===== config.mk =====
export PLATFORM = sky130hd
export DESIGN_NAME = hex_word_printer
export DESIGN_NICKNAME = d
export VERILOG_FILES = /design/src/rtl/hex_word_printer.sv
export SDC_FILE = /design/constraint.sdc
export NUM_CORES = 1
export LEC_CHECK = 0
export ABC_AREA = 1
export BUFFER_PORTS_ARGS = -buffer_cell sky130_fd_sc_hd__buf_4
export CORE_MARGIN = 4
export CORE_UTILIZATION = 50
export CTS_CLUSTER_DIAMETER = 100
export CTS_CLUSTER_SIZE = 16
export DETAILED_ROUTE_END_ITERATION = 10
export GPL_TIMING_DRIVEN = 0
export PLACE_DENSITY = 0.76
export SLEW_MARGIN = 20
export SYNTH_ARGS = -nofsm -noshare
export SYNTH_HDL_FRONTEND = slang
export SYNTH_SLANG_ARGS = --single-unit
export TNS_END_PERCENT = 5

===== constraint.sdc =====
create_clock -name clock -period 2.4 [get_ports clock]
set_input_delay 0.48 -clock clock [delete_from_list [all_inputs] [get_ports clock]]
set_output_delay 0.48 -clock clock [all_outputs]
set_load 0.02 [all_outputs]

===== src/rtl/hex_word_printer.sv =====
// Serializes a 4*word_nibbles-bit word as lowercase ASCII hex, MS nibble first,
// with an optional "0x" prefix and optional CR LF. The downstream byte channel is fully registered.
module hex_word_printer #(
  parameter int word_nibbles = 8,
  parameter bit emit_prefix  = 1'b1,
  parameter bit emit_newline = 1'b1
) (
  input  logic                      clock,
  input  logic                      reset,
  input  logic [4*word_nibbles-1:0] in_data,
  input  logic                      in_valid,
  output logic                      in_ready,
  output logic [7:0]                out_byte,
  output logic                      out_valid,
  input  logic                      out_ready,
  output logic                      busy
);
  localparam int W  = 4 * word_nibbles;
  localparam int CW = (word_nibbles > 1) ? $clog2(word_nibbles) : 1;
  localparam logic [CW-1:0] LAST = CW'(word_nibbles - 1);

  typedef enum logic [2:0] {IDLE, PFX0, PFX1, DIGIT, CR, LF} state_t;

  state_t        r_state;
  logic [W-1:0]  r_word;
  logic [CW-1:0] r_cnt;

  logic [CW-1:0] w_idx;
  logic [3:0]    w_nib;
  logic [3:0]    w_top;
  logic          w_xfer;
  logic          w_accept;

  function automatic logic [7:0] hex_char(input logic [3:0] v);
    return (v < 4'd10) ? {4'h3, v} : (8'h57 + {4'h0, v});
  endfunction

  assign w_xfer   = out_valid && out_ready;
  assign w_accept = in_valid && in_ready;
  assign w_top    = in_data[W-1 -: 4];

  // Index of the digit to present next: 0 when leaving the prefix, cnt+1 inside the digits.
  always_comb begin
    w_idx = (r_state == DIGIT) ? (r_cnt + CW'(1)) : '0;
    w_nib = '0;
    for (int k = 0; k < word_nibbles; k++)
      if (w_idx == CW'(k)) w_nib = r_word[4*(word_nibbles-1-k) +: 4];
  end

  always_ff @(posedge clock) begin
    if (reset) begin
      r_state   <= IDLE;
      r_word    <= '0;
      r_cnt     <= '0;
      in_ready  <= 1'b1;
      out_valid <= 1'b0;
      out_byte  <= 8'h00;
      busy      <= 1'b0;
    end else begin
      case (r_state)
        IDLE: if (w_accept) begin
          r_word    <= in_data;
          r_cnt     <= '0;
          in_ready  <= 1'b0;
          out_valid <= 1'b1;
          busy      <= 1'b1;
          if (emit_prefix) begin
            r_state  <= PFX0;
            out_byte <= 8'h30;
          end else begin
            r_state  <= DIGIT;
            out_byte <= hex_char(w_top);
          end
        end
        PFX0: if (w_xfer) begin
          r_state  <= PFX1;
          out_byte <= 8'h78;
        end
        PFX1: if (w_xfer) begin
          r_state  <= DIGIT;
          out_byte <= hex_char(w_nib);
        end
        DIGIT: if (w_xfer) begin
          if (r_cnt == LAST) begin
            if (emit_newline) begin
              r_state  <= CR;
              out_byte <= 8'h0D;
            end else begin
              r_state   <= IDLE;
              out_valid <= 1'b0;
              busy      <= 1'b0;
              in_ready  <= 1'b1;
            end
          end else begin
            r_cnt    <= r_cnt + CW'(1);
            out_byte <= hex_char(w_nib);
          end
        end
        CR: if (w_xfer) begin
          r_state  <= LF;
          out_byte <= 8'h0A;
        end
        LF: if (w_xfer) begin
          r_state   <= IDLE;
          out_valid <= 1'b0;
          busy      <= 1'b0;
          in_ready  <= 1'b1;
        end
        default: begin
          r_state   <= IDLE;
          out_valid <= 1'b0;
          busy      <= 1'b0;
          in_ready  <= 1'b1;
        end
      endcase
    end
  end
endmodule


Word level (Yosys, flattened, before mapping)
Index checks and enable logic that the tools add are counted.
Widths: inputs -> output; s select.
{ "classes": {"n_mux": 35, "n_eq_ne": 21, "bitwise_logic": 1, "n_reduce_logical": 12, "n_lt_le_gt_ge": 1, "add_sub_neg": 2} }
{ "ops": {"columns": ["cell", "count"], "rows": [
  ["$mux 8", 7],
  ["$pmux 8 s5", 1],
  ["$mux 3", 11],
  ["$mux 4", 8],
  ["$eq 3x3->1 const B", 7],
  ["$pmux 3 s6", 1],
  ["$ne 2x2->1 const B", 7],
  ["$eq 3x2->1 const B", 4],
  ["$add 7x4->8 const A", 1],
  ["$reduce_and 7->1", 1],
  ["$eq 3x1->1 const B", 2],
  ["$logic_not 3->1", 2],
  ["$pmux 1 s3", 2],
  ["$pmux 3 s2", 1],
  ["$reduce_and 6->1", 1],
  ["$reduce_bool 5->1", 1],
  ["$lt 4x4->1 const B", 1],
  ["$mux 1", 4],
  ["$reduce_and 4->1", 1],
  ["$reduce_or 4->1", 1],
  ["$add 3x1->3 const B", 1],
  ["$reduce_and 3->1", 1],
  ["$logic_and 1x1->1", 2],
  ["$ne 2x1->1 const B", 1],
  ["3 further kinds", 3]
]} }
{ "totals": {"regBits": 48, "in_bits": 36, "elab_cells": 78, "out_inout_bits": 11} }

Longest topological paths before layout
Gate-level depths: netlist of run 1.
{ "depth": {"ltp_word": 16, "ltp_mapped": 17, "depth_no_buf": 16} }

Least setup slack after synthesis of run 1
OpenSTA, ideal clock, no wires.
{ "synth_path": {"path_type": "reg2reg", "from": "reg r_cnt[0]", "to": "reg out_byte[1]", "t_arrival_ns": 2.216, "setup_slack_ns": 0.114, "required_ns": 2.330, "stages_incl_launch_ff": 14, "path_buffers": 0, "cell_sequence": "dfxtp_1 ha_1 ha_1 inv_2 nor4_2 nand2_1 nand4_2 nor2_4 ha_1 nand3_1 nand2_1 nand2_1 nand2_1 a21oi_1"} }
{ "synth_via": {"elab_chain_len": 16, "elab_cells_between_ends": 26, "cone_classes": "add/sub (2); order compare (1); eq/ne (8); mux (14); reduce/logical (1)"} }
{ "synth_lines": {"columns": ["element", "line", "source"], "rows": [
  ["start: declaration", "26", "logic [CW-1:0] r_cnt;"],
  ["start signal: assignment", "95", "r_cnt <= r_cnt + CW'(1);"],
  ["$add 3x1->3", "44", "w_idx = (r_state == DIGIT) ? (r_cnt + CW'(1)) : '0;"],
  ["$mux 3", "44", null],
  ["$logic_not 3->1", "47", "if (w_idx == CW'(k)) w_nib = r_word[4*(word_nibbles-1-k) +: 4];"],
  ["$mux 4 (8 in series)", "47", null],
  ["$add 7x4->8 / $lt 4x4->1 (equally long branches)", "35", "return (v < 4'd10) ? {4'h3, v} : (8'h57 + {4'h0, v});"],
  ["$mux 8", "35", null],
  ["$mux 8", "84", "if (r_cnt == LAST) begin"],
  ["$mux 8", "83", "DIGIT: if (w_xfer) begin"],
  ["$pmux 8 s5 *", "60", "case (r_state)"],
  ["end signal: assignment", "72", "out_byte <= hex_char(w_top);"],
  ["end signal: assignment", "81", "out_byte <= hex_char(w_nib);"],
  ["end signal: assignment", "96", "out_byte <= hex_char(w_nib);"],
  ["end: declaration", "13", "output logic [7:0] out_byte,"]
]} }
Mark *: on every way between the ends. The rest lies on a longest branch, timed or not. The select of a mux whose other input is x is not followed.
A chain may end at the register's enable or synchronous reset.

Worst setup path in the final report of run 1
{ "layout_path": {"from": "reg r_cnt[0]", "to": "reg out_byte[2]"} }
The elaborated chain is that of the path after synthesis.

==> flow_metrics.env, run 1 <==
export IMPL_status="finished, final reports clean"
export IMPL_cts_htree_levels=2
export IMPL_portBuffers=45
export IMPL_drive_above_1_share=0.3188
export IMPL_yosysMostFrequentCell="nand2_1"
export IMPL_r2r_cells=16
export IMPL_drc_errors=0
export IMPL_crit_chain="ha_4 -> ha_4 -> inv_8 -> buf_6 -> o211ai_1 -> nand3_1 -> nand2_1 -> nand4_2 -> nor2_4 -> buf_6 -> nand2_8 -> nand3_1 -> nand2_1 -> nand3_1 -> nand2_1 -> a21oi_1"
export IMPL_rows=25
export IMPL_critPathMaxStageDelay_ps=360
export IMPL_routed_wl_um=7002
export IMPL_final_util=0.6983
export IMPL_start_util=0.5174
export IMPL_clock_sinks=47
export IMPL_core_area_mm2=0.004723
export IMPL_grt_max_degree=15
export IMPL_min_to="r_word[12]"
export IMPL_cp_data_arrival_time_ps=2620
export IMPL_hold_violations=0
export IMPL_synthesis_nets=383
export IMPL_crit_required_ps=2640
export IMPL_cp_start_kind="flop"
export IMPL_worst_r2r_startpoint="r_cnt[0]"
export IMPL_switching_share=0.4410
export IMPL_rsz0062_at_grt="true"
export IMPL_whs_path_depth=3
export IMPL_grt_overflow_total=0
export IMPL_numCtsBuffers=5
export IMPL_synth_simple_area_share=0.3338
export IMPL_ys_seq_area_frac=0.3850
export IMPL_vias=2562
export IMPL_rrSetupSlack_ps=10
export IMPL_clkLatencyLatePin_ps=300
export IMPL_synth_area_mm2=0.002444
export IMPL_tightest_slew_ps=593.9
export IMPL_via_per_inst=5.326
export IMPL_yosysWarningCount=0
export IMPL_switching_power_uw=1582
export IMPL_syn_inst=344
export IMPL_fmax_mhz=418.9
export IMPL_ys_async_sr_fraction=0
export IMPL_grt_pass1_vias=2317
export IMPL_ios=47
export IMPL_synth_top_area_frac=0.3850
export IMPL_synth_top_family_by_area="simple AND/OR/NAND/NOR gates"
export IMPL_crit_fanout=6
export IMPL_clockBufferDepth=2
export IMPL_hold_path_class="in -> reg"
export IMPL_p_int_uw=2005
export IMPL_period_needed_ps=2387
export IMPL_stdcell_count=481
export IMPL_grt_pass1_wl_um=10630
export IMPL_p_clk_frac=0.170
export IMPL_clkTransAtPathRegs_ps=90
export IMPL_cts_tree="built"
export IMPL_syn_mean_instance_area_um2=7.103
export IMPL_design_die_area_mm2=0.006070
export IMPL_seq_power_share=0.312
export IMPL_drt_iter0_drc=154
export IMPL_finClkSkew_ps=4.177
export IMPL_gp_congestion=0.9144
export IMPL_place_inst=456
export IMPL_worst_path_buf_inv=3
export IMPL_grt_util_all_layers=0.2157
export IMPL_ys_flop_type="dfxtp_1"
export IMPL_power_density_mw_per_mm2=1088
export IMPL_ir_worst_vdd_mv=0.5005
export IMPL_reg2reg_to="out_byte[2]"
export IMPL_fin_nets=452
export IMPL_p_comb_frac=0.518
export IMPL_hold_buffers=0
export IMPL_synthXorXnorAreaFrac=0
export IMPL_cp_end_kind="flop"
export IMPL_synth_edf_count=0
export IMPL_post_route_period_util=0.9948
export IMPL_relSlewSlack=0.6041
export IMPL_synth_compound_area_frac=0.1731
export IMPL_postRouteAntennaNets=0
export IMPL_maxSlewViolCount=0
export IMPL_leakagePower_uw=0.001372
export IMPL_root_buffer="clkbuf_8"
export IMPL_crit_family="simple AND/OR/NAND/NOR gates"
export IMPL_drv_cap=0
export IMPL_synth_top_cell_by_area="dfxtp_1"
export IMPL_dr_pass1_iters=5
export IMPL_critPathKind="reg -> reg"
export IMPL_setup_violations_final=0
export IMPL_min_delay_start="in_data[12]"
export IMPL_yosysUniqueCellTypes=40
export IMPL_num_antenna_cells=0
export IMPL_wl_per_cell_um=14.56
export IMPL_synthTopCellsByCount="nand2_1 (68), dfxtp_1 (47), a21oi_1 (44)"
export IMPL_cpMaxStageDelayCell="dfxtp_4"
export IMPL_antenna_found_initial=0
export IMPL_die_h_um=77.91
export IMPL_ys_ff_latch=47
export IMPL_areaGrowthSynthToFinish_pct=34.97
export IMPL_die_width_um=77.91
export IMPL_synth_adder_area_share=0.01536
export IMPL_hpwl_um=4570
export IMPL_yosys_top_cells_area="dfxtp_1 (39%), nand2_1 (10%), a21oi_1 (9.0%)"
export IMPL_synth_mux_area_frac=0
==> cell usage in the layout, fill, tap and decap left out, drive strengths merged, types with 2 or more instances in the layout <==
cell type,instances
nor4,2
nor2,30
nand3,39
ha,3
clkinv,2
nand4,10
nand2,75
nor3,6
inv,38
clkbuf,18
dfxtp,47
a21oi,47
buf,66
o211ai,3
o21ai,21
==> state kept, by name (all words and copies together) (netlist names) <==
signal	count
r_word	32
busy	1
r_cnt	3
r_state	3
in_ready	1
out_byte	7
==> power by group through the flow <==
stage	clock (µW)	combinational, µW	sequential (µW)
global placement	0	1430	1120
floorplan	0	1040	1150
finish	609	1860	1120
detailed placement	0	1460	1120
global route	647	2020	1150
CTS	613	1560	1120
==> per-layer routing <==
layer  routed length (µm)  part of all wire  GRT usage
met4                  194             0.028    0.09615
met5                    0                 0          0
met1                 2892              0.41     0.2688
met2                 3508              0.50     0.3570
met3                  406             0.058    0.04524
==> area by class of cell <==
cell class / count / area, µm²
multi-input combinational: 242 / 1444
fill: 398 / 1425
sequential: 47 / 947.2
timing repair buffer: 62 / 473.0
inverter: 39 / 153.9
tap: 67 / 83.83
clock buffer: 6 / 82.58
buffer: 16 / 78.83
clock inverter: 2 / 35.03
==> through the flow <==
| stage | setup WS, ps | total power, µW | TNS [ps] | instance area [µm²] | hold slack, ps |
|---|---|---|---|---|---|
| 2_1_floorplan | 113.9 | 2185 | 0 | 2444 | 429.3 |
| 3_3_place_gp | -220.3 | 2551 | -1093 | 2865 | 442.8 |
| 3_5_place_dp | -217.1 | 2583 | -1202 | 2865 | 448.2 |
| 4_1_cts | 10.95 | 3287 | 0 | 3060 | 447.4 |
| 5_1_grt | -116.4 | 3818 | -330.8 | 3298 | 449.3 |
| 6_report | 12.56 | 3587 | 0 | 3298 | 446.8 |
==> timing repair <==
action	4_1_cts	5_1_grt
buffers inserted	5	12
pin swaps	4	19
endpoints found under the setup margin	6	6
gates resized for setup	10	37
==> kinds of logic (layout without fill, tap and decap cells) <==
| kind of cell | after synthesis | count (layout) |
|---|---|---|
| AND/OR/NAND/NOR | 162 | 162 |
| AO/OA/AOI/OAI | 76 | 76 |
| buffers and inverters | 55 | 125 |
| flip-flops | 47 | 47 |
| adder cells (fa/ha/maj) | 3 | 3 |
| other | 1 | 1 |
==> tightest hold or removal path, cell delays in order <==
cell and delay [ps]:
buf_4 110, nand3_1 70, a21oi_1 60
==> worst max path at each step <==
| stage | from | end | slack, ps | cells after the start |
|---|---|---|---|---|
| floorplan | r_cnt[0] | out_byte[1] | 110 | 13 |
| global placement | r_cnt[0] | out_byte[1] | -220 | 13 |
| detailed placement | r_cnt[0] | out_byte[0] | -220 | 12 |
| CTS | r_cnt[0] | out_byte[1] | 10 | 16 |
| global route | r_cnt[0] | out_byte[2] | -120 | 16 |
| finish | r_cnt[0] | out_byte[2] | 10 | 16 |
Power figures use the tool's default switching activity.
==> run 2, diff against run 1 <==
- CTS_BUF_LIST: not set -> sky130_fd_sc_hd__clkbuf_4 sky130_fd_sc_hd__clkbuf_8
- PLACE_DENSITY: 0.76 -> 0.73
==> run 2 against run 1 <==
Against the previous run: clock power fell by 19%; clock skew rose by 3.0 ps; cell count fell by 1.2%; count of clock-buffer cells in the layout rose by 1; sequential cell count did not move; sequential share of layout area rose by 1.4 points; combinational power fell by 6%; critical path type unchanged; critical endpoint is now out_byte[1]; largest cell class unchanged.
==> flow_metrics.env, run 2 (synthesis gave the netlist of run 1 again) <==
export IMPL_layout_common_cells="nand2_1 (67), buf_4 (59), a21oi_1 (44), dfxtp_1 (44), nand3_1 (34)"
export IMPL_ios=47
export IMPL_crit_fanout=7
export IMPL_cp_data_arrival_time_ps=2510
export IMPL_design_die_area_mm2=0.006070
export IMPL_min_delay_start="in_data[28]"
export IMPL_fmax_mhz=439.8
export IMPL_hold_buffers=0
export IMPL_areaGrowthSynthToFinish_pct=28.73
export IMPL_dr_pass1_iters=4
export IMPL_final_util=0.6660
export IMPL_clkTransAtPathRegs_ps=90
export IMPL_tightest_slew_ps=591.0
export IMPL_ir_worst_vdd_mv=0.4664
export IMPL_crit_start="r_cnt[0]"
export IMPL_drt_iter0_drc=159
export IMPL_cp_end_kind="flop"
export IMPL_portBuffers=45
export IMPL_hpwl_um=4630
export IMPL_num_antenna_cells=0
export IMPL_worst_r2r_startpoint="r_cnt[0]"
export IMPL_vias=2432
export IMPL_post_route_period_util=0.9475
export IMPL_holdWs_ps=454.7
export IMPL_setup_violations_final=0
export IMPL_grt_pass1_vias=2340
export IMPL_finClkSkew_ps=7.175
export IMPL_routed_wl_um=6490
export IMPL_drv_cap=0
export IMPL_fin_nets=446
export IMPL_worst_slack_ps=126.0
export IMPL_cts_htree_levels=2
export IMPL_crit_required_ps=2630
export IMPL_core_area_mm2=0.004723
export IMPL_period_needed_ps=2274
export IMPL_reg_largest_list="r_word: 32 flops, out_byte: 7 flops"
export IMPL_start_util=0.5174
export IMPL_die_width_um=77.91
export IMPL_power_uw=3357
export IMPL_cpMaxStageDelayCell="dfxtp_4"
export IMPL_via_per_inst=5.120
export IMPL_place_inst=456
export IMPL_hold_violations=0
export IMPL_clkLatencyLatePin_ps=300
export IMPL_top_register="r_word"
export IMPL_preCtsSetupSlack_ps=-307.1
export IMPL_die_h_um=77.91
export IMPL_postRouteAntennaNets=0
export IMPL_critPathMaxStageDelay_ps=360
export IMPL_layout_commonest_cell="nand2_1"
export IMPL_cpMostUsedCell="nand2_1"
export IMPL_rows=25
export IMPL_clock_sinks=47
export IMPL_antenna_found_initial=0
export IMPL_relSlewSlack=0.6060
export IMPL_maxSlewViolCount=0
export IMPL_stdcell_count=475
export IMPL_grt_util_all_layers=0.2173
export IMPL_clockBufferDepth=2
export IMPL_crit_chain="ha_4 -> ha_4 -> inv_8 -> nand3_4 -> inv_4 -> nand2_2 -> nand3_1 -> nor2_1 -> nand4_1 -> nor2_2 -> ha_1 -> nand3_1 -> nand2_1 -> nand2_1 -> nand2_1 -> a21oi_1"
export IMPL_cp_start_kind="flop"
export IMPL_gp_congestion=0.9419
export IMPL_critPathKind="reg -> reg"
export IMPL_largest_reg_flops=32
export IMPL_status="finished, final reports clean"
export IMPL_grt_pass1_wl_um=10610
export IMPL_grt_max_degree=14
export IMPL_numCtsBuffers=5
export IMPL_hold_path_class="in -> reg"
export IMPL_root_buffer="clkbuf_8"
export IMPL_drive_above_1_share=0.2819
export IMPL_leakagePower_uw=0.001310
export IMPL_power_density_mw_per_mm2=1067
export IMPL_cts_tree="built"
export IMPL_grt_overflow_total=0
export IMPL_drc_errors=0
export IMPL_wl_per_cell_um=13.66
run 2: cell count changes in the layout (fill, tap and decap cells not counted), sizes merged:
cell and delta:
buf -5, bufinv -1
run 2: layer usage:
metal  vias up  track usage  routed length (µm)
met5         -            0                   0
met4         0      0.07343                 126
met3        11      0.03712                 289
met2        55       0.3741                3187
met1      1096       0.2735                2887
li1       1270            -                   -
run 2: power by group:
part | switching, µW | total, µW | internal [µW]
Combinational | 1130 | 1740 | 615
Clock | 267 | 495 | 228
Sequential | 121 | 1120 | 997
Total | 1520 | 3360 | 1840
run 2: final cells by class:
class,instances,area [µm²]
flip-flops and latches,47,947.2
plain buffers,16,78.83
fillers,423,1578
clock inverters,1,5.005
well taps,67,83.83
multi-input cells,242,1368
repair buffers,56,420.4
inverters,39,158.9
clock buffers,7,83.83
run 2: through the flow:
step	area [µm²]	setup TNS [ps]
CTS	3030	0
detailed placement	2865	-1480
floorplan	2444	0
global route	3146	-7.931
global placement	2865	-1341
finish	3146	0
run 2: repair_timing:
item | in CTS | in global routing
pin swaps | 4 | 13
setup endpoints to repair | 6 | 5
setup buffers | 5 | 7
gates resized for setup | 10 | 20
run 2: worst paths after layout:
kind / cells past startpoint / to / slack (ps)
worst max-delay path: 16 / out_byte[1] / 130
worst min-delay path: 3 / r_word[28] / 450
worst max register to register: 16 / out_byte[1] / 130
worst min register to register: 2 / r_word[17] / 460
run 2: critical path: cells and delay by family (launching register included):
kind	cells	cell delay [ps]
flip-flops	1	360
adder cells (fa/ha/maj)	3	710
AND/OR/NAND/NOR	10	920
AO/OA/AOI/OAI	1	130
buffers and inverters	2	100
==> run 3, diff against run 2 <==
- CORE_UTILIZATION: 50 -> 40
- PLACE_DENSITY: 0.73 -> 0.6
==> run 3 against run 2 <==
Against the previous run: die area grew 22%; sequential share of layout area shrank 0.53 points; fmax shrank 0.80%; sequential cell count is the same; count of clock-buffer cells in the layout shrank 1.
==> flow_metrics.env, run 3 (synthesis gave the netlist of run 1 again) <==
export IMPL_clockBufferDepth=2
export IMPL_whs_path_depth=3
export IMPL_setup_violations_final=0
export IMPL_ir_worst_vdd_mv=0.5412
export IMPL_cts_htree_levels=2
export IMPL_clkLatencyLatePin_ps=300
export IMPL_critPathKind="reg -> reg"
export IMPL_switching_power_uw=1503
export IMPL_clock_sinks=47
export IMPL_hold_path_class="in -> reg"
export IMPL_gp_congestion=0.8680
export IMPL_drive_above_1_share=0.2882
export IMPL_largest_reg_flops=32
export IMPL_p_int_uw=1935
export IMPL_layout_common_cells="nand2_1 (67), buf_4 (55), dfxtp_1 (45)"
export IMPL_fin_nets=444
export IMPL_postRouteAntennaNets=0
export IMPL_p_clk_frac=0.177
export IMPL_reg2reg_to="out_byte[1]"
export IMPL_grt_pass1_vias=2317
export IMPL_grt_util_all_layers=0.1811
export IMPL_portBuffers=45
export IMPL_design_die_area_mm2=0.007424
export IMPL_rrSetupSlack_ps=110
export IMPL_status="finished, final reports clean"
export IMPL_drv_cap=0
export IMPL_crit_fanout=9
export IMPL_rows=28
export IMPL_cts_tree="built"
export IMPL_cp_data_arrival_time_ps=2530
export IMPL_dr_pass1_iters=4
export IMPL_final_cell_area_mm2=0.003198
export IMPL_reg_largest_list="r_word: 32 flops, out_byte: 7 flops"
export IMPL_hold_violations=0
export IMPL_drt_iter0_drc=90
export IMPL_maxSlewViolCount=0
export IMPL_multi_input_area_mm2=0.001388
export IMPL_routed_wl_um=6422
export IMPL_tightest_slew_ps=590.4
export IMPL_hpwl_um=4846
export IMPL_p_comb_frac=0.497
export IMPL_top_register="r_word"
export IMPL_worst_r2r_startpoint="r_cnt[0]"
export IMPL_die_width_um=86.16
export IMPL_numCtsBuffers=5
export IMPL_seq_power_share=0.326
export IMPL_grt_max_degree=15
export IMPL_min_to="r_word[31]"
export IMPL_power_density_mw_per_mm2=1075
export IMPL_ios=47
export IMPL_areaGrowthSynthToFinish_pct=30.88
export IMPL_grt_pass1_wl_um=10700
export IMPL_crit_required_ps=2640
export IMPL_fmax_mhz=436.2
export IMPL_layout_commonest_cell="nand2_1"
export IMPL_leakagePower_uw=0.001324
export IMPL_period_needed_ps=2292
export IMPL_min_delay_start="in_data[31]"
export IMPL_num_antenna_cells=0
export IMPL_r2r_cells=16
export IMPL_cp_end_kind="flop"
export IMPL_drc_errors=0
export IMPL_dpl_instance_area_mm2=0.002875
export IMPL_core_area_mm2=0.005921
export IMPL_clkTransAtPathRegs_ps=90
export IMPL_crit_chain="ha_4 -> ha_4 -> inv_6 -> nand3_4 -> inv_4 -> nand2_2 -> nand3_2 -> nor2_2 -> nand4_1 -> nor2_2 -> ha_4 -> nand3_1 -> nand2_1 -> nand2_1 -> nand2_1 -> a21oi_2"
export IMPL_critPathMaxStageDelay_ps=370
export IMPL_die_h_um=86.16
export IMPL_holdWs_ps=447.9
export IMPL_cp_start_kind="flop"
export IMPL_cpMaxStageDelayCell="dfxtp_4"
export IMPL_switching_share=0.4371
export IMPL_fillerInstances=615
export IMPL_hold_buffers=0
export IMPL_start_util=0.4127
export IMPL_relSlewSlack=0.6064
export IMPL_via_per_inst=5.019
export IMPL_regArea_um2=945.9
export IMPL_grt_overflow_total=0
export IMPL_finClkSkew_ps=4.530
export IMPL_vias=2414
export IMPL_root_buffer="clkbuf_8"
export IMPL_antenna_found_initial=0
export IMPL_post_route_period_util=0.9552
export IMPL_wl_per_cell_um=13.35
## run 3: changes by cell type in the layout (fill, tap and decap cells not counted), moves of 2 or more
cell / change
nor2_1: -2
buf_4: -4
nor2_2: +2
nand3_1: -2
nand3_2: +2
## run 3: metrics by stage
step	setup WS (ps)	power [µW]	utilization	std cells	setup TNS, ps
after CTS	4.427	3320	0.5190	476	0
after detailed placement	-297.2	2606	0.4856	464	-1389
after global placement	-244.5	2588	0.4856	464	-1270
after floorplan	113.9	2185	-	344	0
final	107.6	3437	0.5402	481	0
after global routing	-45.44	3704	0.5402	481	-70.03
## run 3: layout make-up
type,count,share of cell area
clock buffer,6,0.02582
buffer,16,0.02465
timing repair buffer,54,0.1307
sequential,47,0.2958
tap,75,0.02934
inverter,39,0.04890
multi-input combinational,242,0.4339
clock inverter,2,0.01095
## run 3: repair_timing
item,4_1_cts,5_1_grt
pin swaps,4,12
setup endpoints to repair,6,21
resized for setup,14,18
setup buffers,4,5
## run 3: how the worst max path moves through the flow
stage	startpoint	to	slack, ps	depth (start not counted)
after floorplan	r_cnt[0]	out_byte[1]	110	13
after global routing	r_state[1]	out_byte[1]	-50	15
after CTS	r_cnt[0]	out_byte[1]	4	16
after global placement	r_cnt[0]	out_byte[1]	-240	13
final	r_cnt[0]	out_byte[1]	110	16
after detailed placement	r_cnt[0]	out_byte[1]	-300	13
## run 3: critical path, delay by kind of cell, from the launching register on
kind,cells,cell delay (ps)
buffers and inverters,2,100
AND/OR/NAND/NOR,10,920
flip-flops,1,370
AO/OA/AOI/OAI,1,140
adder cells (fa/ha/maj),3,700
## run 3: per-layer routing
metal / up-vias / wire, µm / GRT usage
li1: 1266 / - / -
met1: 1074 / 3035 / 0.2356
met2: 58 / 2936 / 0.2957
met3: 16 / 283 / 0.03842
met4: 0 / 167 / 0.06331
met5: - / 0 / 0
## run 3: power by group through the flow
stage                     sequential (µW)  clock (µW)  combinational, µW
after CTS                            1120         623               1580
final                                1120         608               1710
after floorplan                      1150           0               1040
after global placement               1120           0               1470
after detailed placement             1120           0               1480
after global routing                 1150         661               1900
